**config.mk**
```make
export PLATFORM = sky130hd
export DESIGN_NAME = oled_cmd_spi_tx
export DESIGN_NICKNAME = d
export VERILOG_FILES = /design/src/rtl/oled_pkg.sv /design/src/rtl/oled_spi_byte_shifter.sv /design/src/rtl/oled_cmd_spi_tx.sv
export SDC_FILE = /design/constraint.sdc
export NUM_CORES = 1
export LEC_CHECK = 0
export CORE_MARGIN = 10
export CORE_UTILIZATION = 53
export DETAILED_ROUTE_END_ITERATION = 10
export PLACE_DENSITY = 0.84
export SLEW_MARGIN = 20
export SYNTH_ARGS = -nofsm -noshare
export SYNTH_HDL_FRONTEND = slang
export SYNTH_SLANG_ARGS = --single-unit
```
**constraint.sdc**
```tcl
create_clock -name clk -period 2.6 [get_ports clk]
set_input_delay 0.65 -clock clk [delete_from_list [all_inputs] [get_ports clk]]
set_output_delay 0.65 -clock clk [all_outputs]
set_load 0.05 [all_outputs]
```
**src/rtl/oled_pkg.sv**
```systemverilog
// Shared types and constants for the OLED command path: command buffer type,
// transmitter state encoding and the length clamp used when a sequence is latched.
package oled_pkg;

  localparam int MAX_CMD_BYTES = 11;
  localparam logic [7:0] CMD_DRAW_RECT = 8'h22;

  typedef enum logic [1:0] {
    IDLE,
    SHIFT,
    FINISH
  } tx_state_t;

  typedef logic [7:0] cmd_array_t [0:MAX_CMD_BYTES-1];

  function automatic logic [3:0] clamp_len(input logic [3:0] len, input int max_len);
    if (int'(len) > max_len) return 4'(max_len);
    return len;
  endfunction

endpackage

```
**src/rtl/oled_spi_byte_shifter.sv**
```systemverilog
// One-byte SPI mode-0 serialiser: CLK_DIV-cycle low/high phases per bit, MSB first.
// byte_done is combinational and marks the last cycle of bit 0's high phase.
module oled_spi_byte_shifter #(
  parameter int CLK_DIV = 4
) (
  input  logic       clk,
  input  logic       rst_n,
  input  logic       en,
  input  logic       load,
  input  logic [7:0] load_byte,
  output logic       sclk,
  output logic       mosi,
  output logic       byte_done
);

  localparam int CW = (CLK_DIV > 1) ? $clog2(CLK_DIV) : 1;
  localparam logic [CW-1:0] DIV_LAST = CW'(CLK_DIV - 1);

  logic [CW-1:0] div_cnt_q;
  logic          phase_q;
  logic [2:0]    bit_cnt_q;
  logic [7:0]    sreg_q;

  assign sclk      = phase_q;
  assign mosi      = sreg_q[7];
  assign byte_done = en && (div_cnt_q == '0) && phase_q && (bit_cnt_q == 3'd0);

  // A load always restarts a byte on a fresh low phase, even mid-stream.
  always_ff @(posedge clk or negedge rst_n) begin
    if (!rst_n) begin
      div_cnt_q <= DIV_LAST;
      phase_q   <= 1'b0;
      bit_cnt_q <= 3'd7;
      sreg_q    <= 8'h00;
    end else if (load) begin
      div_cnt_q <= DIV_LAST;
      phase_q   <= 1'b0;
      bit_cnt_q <= 3'd7;
      sreg_q    <= load_byte;
    end else if (!en) begin
      div_cnt_q <= DIV_LAST;
      phase_q   <= 1'b0;
    end else if (div_cnt_q == '0) begin
      div_cnt_q <= DIV_LAST;
      phase_q   <= ~phase_q;
      if (phase_q) begin
        sreg_q    <= {sreg_q[6:0], 1'b0};
        bit_cnt_q <= bit_cnt_q - 3'd1;
      end
    end else begin
      div_cnt_q <= div_cnt_q - 1'b1;
    end
  end

endmodule

```
**src/rtl/oled_cmd_spi_tx.sv**
```systemverilog
// Sends a latched OLED command sequence (all bytes in command mode) over 4-wire SPI
// and pulses done once chip select has been held through the trailing hold time.
module oled_cmd_spi_tx
  import oled_pkg::*;
#(
  parameter int CLK_DIV   = 4,
  parameter int MAX_BYTES = 11
) (
  input  logic       clk,
  input  logic       rst_n,
  input  logic       start,
  input  logic [3:0] cmd_len,
  input  cmd_array_t cmd_bytes,
  output logic       busy,
  output logic       done,
  output logic       spi_sclk,
  output logic       spi_mosi,
  output logic       spi_cs_n,
  output logic       spi_dc
);

  // state  | meaning
  // IDLE   | waiting for start, CS high, DC high
  // SHIFT  | serialising byte byte_idx_q of the latched buffer
  // FINISH | SCLK low, CS held low for CLK_DIV cycles before release

  localparam int CW = (CLK_DIV > 1) ? $clog2(CLK_DIV) : 1;
  localparam logic [CW-1:0] DIV_LAST = CW'(CLK_DIV - 1);

  tx_state_t     state_q, state_d;
  cmd_array_t    bytes_q;
  logic [3:0]    len_q;
  logic [3:0]    byte_idx_q;
  logic [3:0]    next_idx;
  logic [CW-1:0] fin_cnt_q;
  logic          done_q, done_d;

  logic          accept;
  logic          last_byte;
  logic          advance;
  logic          sh_load;
  logic [7:0]    sh_byte;
  logic          sh_sclk, sh_mosi, sh_byte_done;

  assign accept    = (state_q == IDLE) && start && (cmd_len != 4'd0);
  assign last_byte = (byte_idx_q == (len_q - 4'd1));
  assign next_idx  = byte_idx_q + 4'd1;
  assign advance   = (state_q == SHIFT) && sh_byte_done && !last_byte;

  always_comb begin
    state_d = state_q;
    sh_load = 1'b0;
    sh_byte = cmd_bytes[0];
    done_d  = 1'b0;
    case (state_q)
      IDLE: begin
        if (accept) begin
          state_d = SHIFT;
          sh_load = 1'b1;
        end
      end
      SHIFT: begin
        if (sh_byte_done) begin
          if (last_byte) begin
            state_d = FINISH;
          end else begin
            sh_load = 1'b1;
            sh_byte = bytes_q[next_idx];
          end
        end
      end
      FINISH: begin
        if (fin_cnt_q == '0) begin
          state_d = IDLE;
          done_d  = 1'b1;
        end
      end
      default: state_d = IDLE;
    endcase
  end

  always_ff @(posedge clk or negedge rst_n) begin
    if (!rst_n) begin
      state_q <= IDLE;
      done_q  <= 1'b0;
    end else begin
      state_q <= state_d;
      done_q  <= done_d;
    end
  end

  always_ff @(posedge clk or negedge rst_n) begin
    if (!rst_n) begin
      for (int i = 0; i < MAX_CMD_BYTES; i++) bytes_q[i] <= 8'h00;
      len_q      <= 4'd0;
      byte_idx_q <= 4'd0;
    end else if (accept) begin
      bytes_q    <= cmd_bytes;
      len_q      <= clamp_len(cmd_len, MAX_BYTES);
      byte_idx_q <= 4'd0;
    end else if (advance) begin
      byte_idx_q <= next_idx;
    end
  end

  // Hold-time counter is parked at full count outside FINISH.
  always_ff @(posedge clk or negedge rst_n) begin
    if (!rst_n) begin
      fin_cnt_q <= DIV_LAST;
    end else if (state_q != FINISH) begin
      fin_cnt_q <= DIV_LAST;
    end else if (fin_cnt_q != '0) begin
      fin_cnt_q <= fin_cnt_q - 1'b1;
    end
  end

  oled_spi_byte_shifter #(
    .CLK_DIV(CLK_DIV)
  ) u_shifter (
    .clk      (clk),
    .rst_n    (rst_n),
    .en       (state_q == SHIFT),
    .load     (sh_load),
    .load_byte(sh_byte),
    .sclk     (sh_sclk),
    .mosi     (sh_mosi),
    .byte_done(sh_byte_done)
  );

  assign busy     = (state_q != IDLE);
  assign done     = done_q;
  assign spi_sclk = sh_sclk;
  assign spi_mosi = busy & sh_mosi;
  assign spi_cs_n = (state_q == IDLE);
  assign spi_dc   = (state_q == IDLE);

endmodule

```
==> impl_metrics.json <==
{
  "run_status": "finished, final reports clean",
  "grt_usage_pct": 19.89,
  "place_inst": 806,
  "synth-xor-area-share_pct": 2.467,
  "slew_headroom_pct": 46.11,
  "nets": 790,
  "io_pins": 101,
  "p_leak_nw": 3.405,
  "clk_latency_ns": 0.51,
  "hpwl_um": 10060,
  "yosysSeqAreaShare_pct": 52.22,
  "start_util_pct": 54.03,
  "path_cells": "nor2_1, nor2b_1, dlygate4sd2_1",
  "final_area_sq_um": 7169,
  "synth.top_cells.by_count": "292 x nand2_1, 108 x dfrtp_1, 26 x buf_2",
  "antenna_found_initial": 0,
  "r2r-start": "byte_idx_q[1]",
  "synth_edf_count": 0,
  "critPathSlowestCell": "dlygate4sd2_1",
  "swShare_pct": 31.45,
  "rsz0062_at_grt": "false",
  "seqCellArea_sq_um": 2888,
  "htree_levels": 4,
  "critPathMaxStageDelay_ns": 0.45,
  "synthCells": 589,
  "pwr-share-seq_pct": 42.3,
  "firstDrtPassIters": 5,
  "netlist_area_sq_um": 5528,
  "power.share.clock_pct": 31.1,
  "synth_cell_types": 42,
  "ctsHoldBuffers": 0,
  "yosysMostFrequentCell": "nand2_1",
  "finalWirelength_um": 14650,
  "yosys.area_share.adder_pct": 1.358,
  "grt-ovfl-total": 0,
  "grt_pass1_vias": 4814,
  "antenna_cells": 0,
  "synth.avg_cell_area_sq_um": 9.385,
  "rr_worst_depth": 8,
  "die_height_um": 122.1,
  "drtIter0Drc": 449,
  "synth-simple-area-share_pct": 25.37,
  "num_vias": 4560,
  "final_cells": 836,
  "maxCapViolations": 0,
  "synth_compound_area_share_pct": 5.342,
  "io_buffer_count": 100,
  "die_area_sq_um": 14910,
  "finalWeightedCongestion": 0.8429,
  "placed_cell_area_sq_um": 6664,
  "cts_tree": "done",
  "synthMuxAreaShare_pct": 8.533,
  "syn-num-nets": 690,
  "path_clk_slew_ns": 0.06,
  "placementRows": 37,
  "worstSetupPathType": "flip-flop to output pin",
  "vias_per_cell": 5.455,
  "period_needed_ns": 2.443,
  "critPathArrivalTime_ns": 1.79,
  "worst_pin_slew_ns": 0.8026,
  "slew_viol_final": 0,
  "rrSetupSlack_ns": 0.28,
  "synth_top_area_share_pct": 48.89,
  "finalCritPeriodShare_pct": 93.98,
  "ys_ff_latch": 115,
  "totalNegativeSetupSlack_ns": 0,
  "syn2layout_area_growth_pct": 29.70,
  "synth_top_family_by_area": "simple AND/OR/NAND/NOR gates",
  "ir_drop_mv": 0.4514,
  "clockBufferDepth": 2,
  "crit_fanout": 5,
  "cp-start-kind": "flip-flop",
  "finalHoldViolations": 0,
  "yosysWarnings": 0,
  "multi_input_area_sq_um": 2394,
  "finalSetupViolations": 0,
  "grt_pass1_wl_um": 23520,
  "fillCellCount": 714,
  "hold_class": "primary input to asynchronous set/reset pin",
  "p_sw_w": 0.002011,
  "cp-end-kind": "output pin",
  "ys_async_sr_fraction_pct": 100.0,
  "fin_skew_ns": 0.009719,
  "cp.required_ns": 1.95,
  "combinationalPowerShare_pct": 26.6,
  "internal_power_w": 0.004385,
  "drc": 0,
  "cts_root_buf": "clkbuf_8",
  "utilization_pct": 70.07,
  "wl_per_cell_um": 17.53,
  "clkSinkCount": 115,
  "synth.largest_area_cell": "dfrtp_1",
  "grt_max_degree": 51,
  "r2r_end": "u_shifter.sreg_q[1]",
  "synth_ff_type": "dfrtp_1",
  "drive_gt1_share_pct": 13.57,
  "fmax_mhz": 409.3,
  "cts_buffers": 17,
  "synth.area.top_cells": "dfrtp_1 49%, nand2_1 20%, mux4_2 6.5%, dfstp_2 3.3%, buf_2 2.4%",
  "core_sq_um": 10230,
  "p_per_area_nw_per_um2": 892.2,
  "die_w_um": 122.1,
  "drtAntennaViolNets": 0
}
==> flip-flops by register name, summed over array words and instances, names as in the netlist <==
signal,flops
done,1
u_shifter.bit_cnt_q,3
u_shifter.div_cnt_q,2
state_q,2
u_shifter.sreg_q,8
len_q,4
bytes_q,88
u_shifter.sclk,1
fin_cnt_q,2
byte_idx_q,4
==> final cells by class <==
| type | count | area share [%] |
|---|---|---|
| clock inverter | 10 | 0.8726 |
| sequential | 115 | 40.28 |
| multi-input combinational | 427 | 33.39 |
| inverter | 11 | 0.5759 |
| clock buffer | 20 | 6.213 |
| timing repair buffer | 117 | 16.30 |
| tap | 136 | 2.373 |
==> metal layers <==
layer,vias up,global-route usage [%],share of wire (%)
met5,-,0,0
met4,0,7.364,2.1
met3,34,5.042,6.5
met2,188,35.33,54
met1,2213,22.60,38
li1,2125,-,-
==> worst max-delay path by stage <==
stage / startpoint / end / cells after the start
2_1_floorplan: state_q[1] / busy / 2
3_3_place_gp: cmd_len[3] / bytes_q[78] / 6
3_5_place_dp: cmd_len[3] / bytes_q[33] / 6
4_1_cts: state_q[0] / spi_mosi / 3
5_1_grt: state_q[0] / spi_mosi / 3
6_report: state_q[0] / spi_mosi / 3
==> critical path, delay by kind of cell (launching register included) <==
| family | cells | cell delay (ns) |
|---|---|---|
| DFF | 1 | 0.40 |
| and+or+nand+nor | 2 | 0.43 |
| buffers and inverters | 1 | 0.45 |
==> through the flow <==
| stage | worst slack (ns) | total power, W | hold slack, ns |
|---|---|---|---|
| after floorplan | 0.2467 | 0.003787 | 0.3544 |
| after global placement | 0.09093 | 0.004269 | 0.4504 |
| after detailed placement | 0.04237 | 0.004389 | 0.4590 |
| after CTS | 0.1533 | 0.006408 | 0.1776 |
| after global routing | 0.05822 | 0.006723 | 0.1978 |
| final | 0.1566 | 0.006397 | 0.1700 |
==> cell families after synthesis <==
| logic type | Yosys count |
|---|---|
| AO/OA/AOI/OAI | 44 |
| multiplexers | 26 |
| buffers and inverters | 47 |
| adder cells (fa/ha/maj) | 6 |
| AND/OR/NAND/NOR | 337 |
| XOR/XNOR | 14 |
| flip-flops | 115 |
==> power groups by stage <==
| stage | sequential (W) | combinational [W] | clock [W] |
|---|---|---|---|
| after detailed placement | 0.00272 | 0.00167 | 0 |
| after floorplan | 0.00264 | 0.00115 | 0 |
| after CTS | 0.00270 | 0.00171 | 0.00200 |
| final | 0.00271 | 0.00170 | 0.00199 |
| after global placement | 0.00267 | 0.00160 | 0 |
| after global routing | 0.00277 | 0.00187 | 0.00209 |
==> cell usage in the layout (no fill, tap or decap), drive strengths merged, types with 2 or more instances in the layout <==
master         instances
and2                   3
o22ai                  7
a211oi                 9
mux4                  16
dfrtp                108
clkbuf                20
mux2                   9
clkinv                 5
nor3                  22
a22oi                  7
nand3b                 2
dlygate4sd2            2
clkdlybuf4s50         95
a21oi                 10
nand2                292
clkinvlp               5
buf                   20
o211ai                 4
nor2                   5
and3                   2
o21ai                  2
dfstp                  7
nor2b                  3
ha                     6
o31ai                  2
inv                   11
nand3                  5
xnor2                  5
xor2                   8
==> repair_timing <==
| action | 4_1_cts | 5_1_grt |
|---|---|---|
| setup buffers | 0 | 0 |
| resized for setup | 2 | 0 |
| setup endpoints to repair | 2 | 0 |
Note: power is estimated with default switching activity, not from simulation.
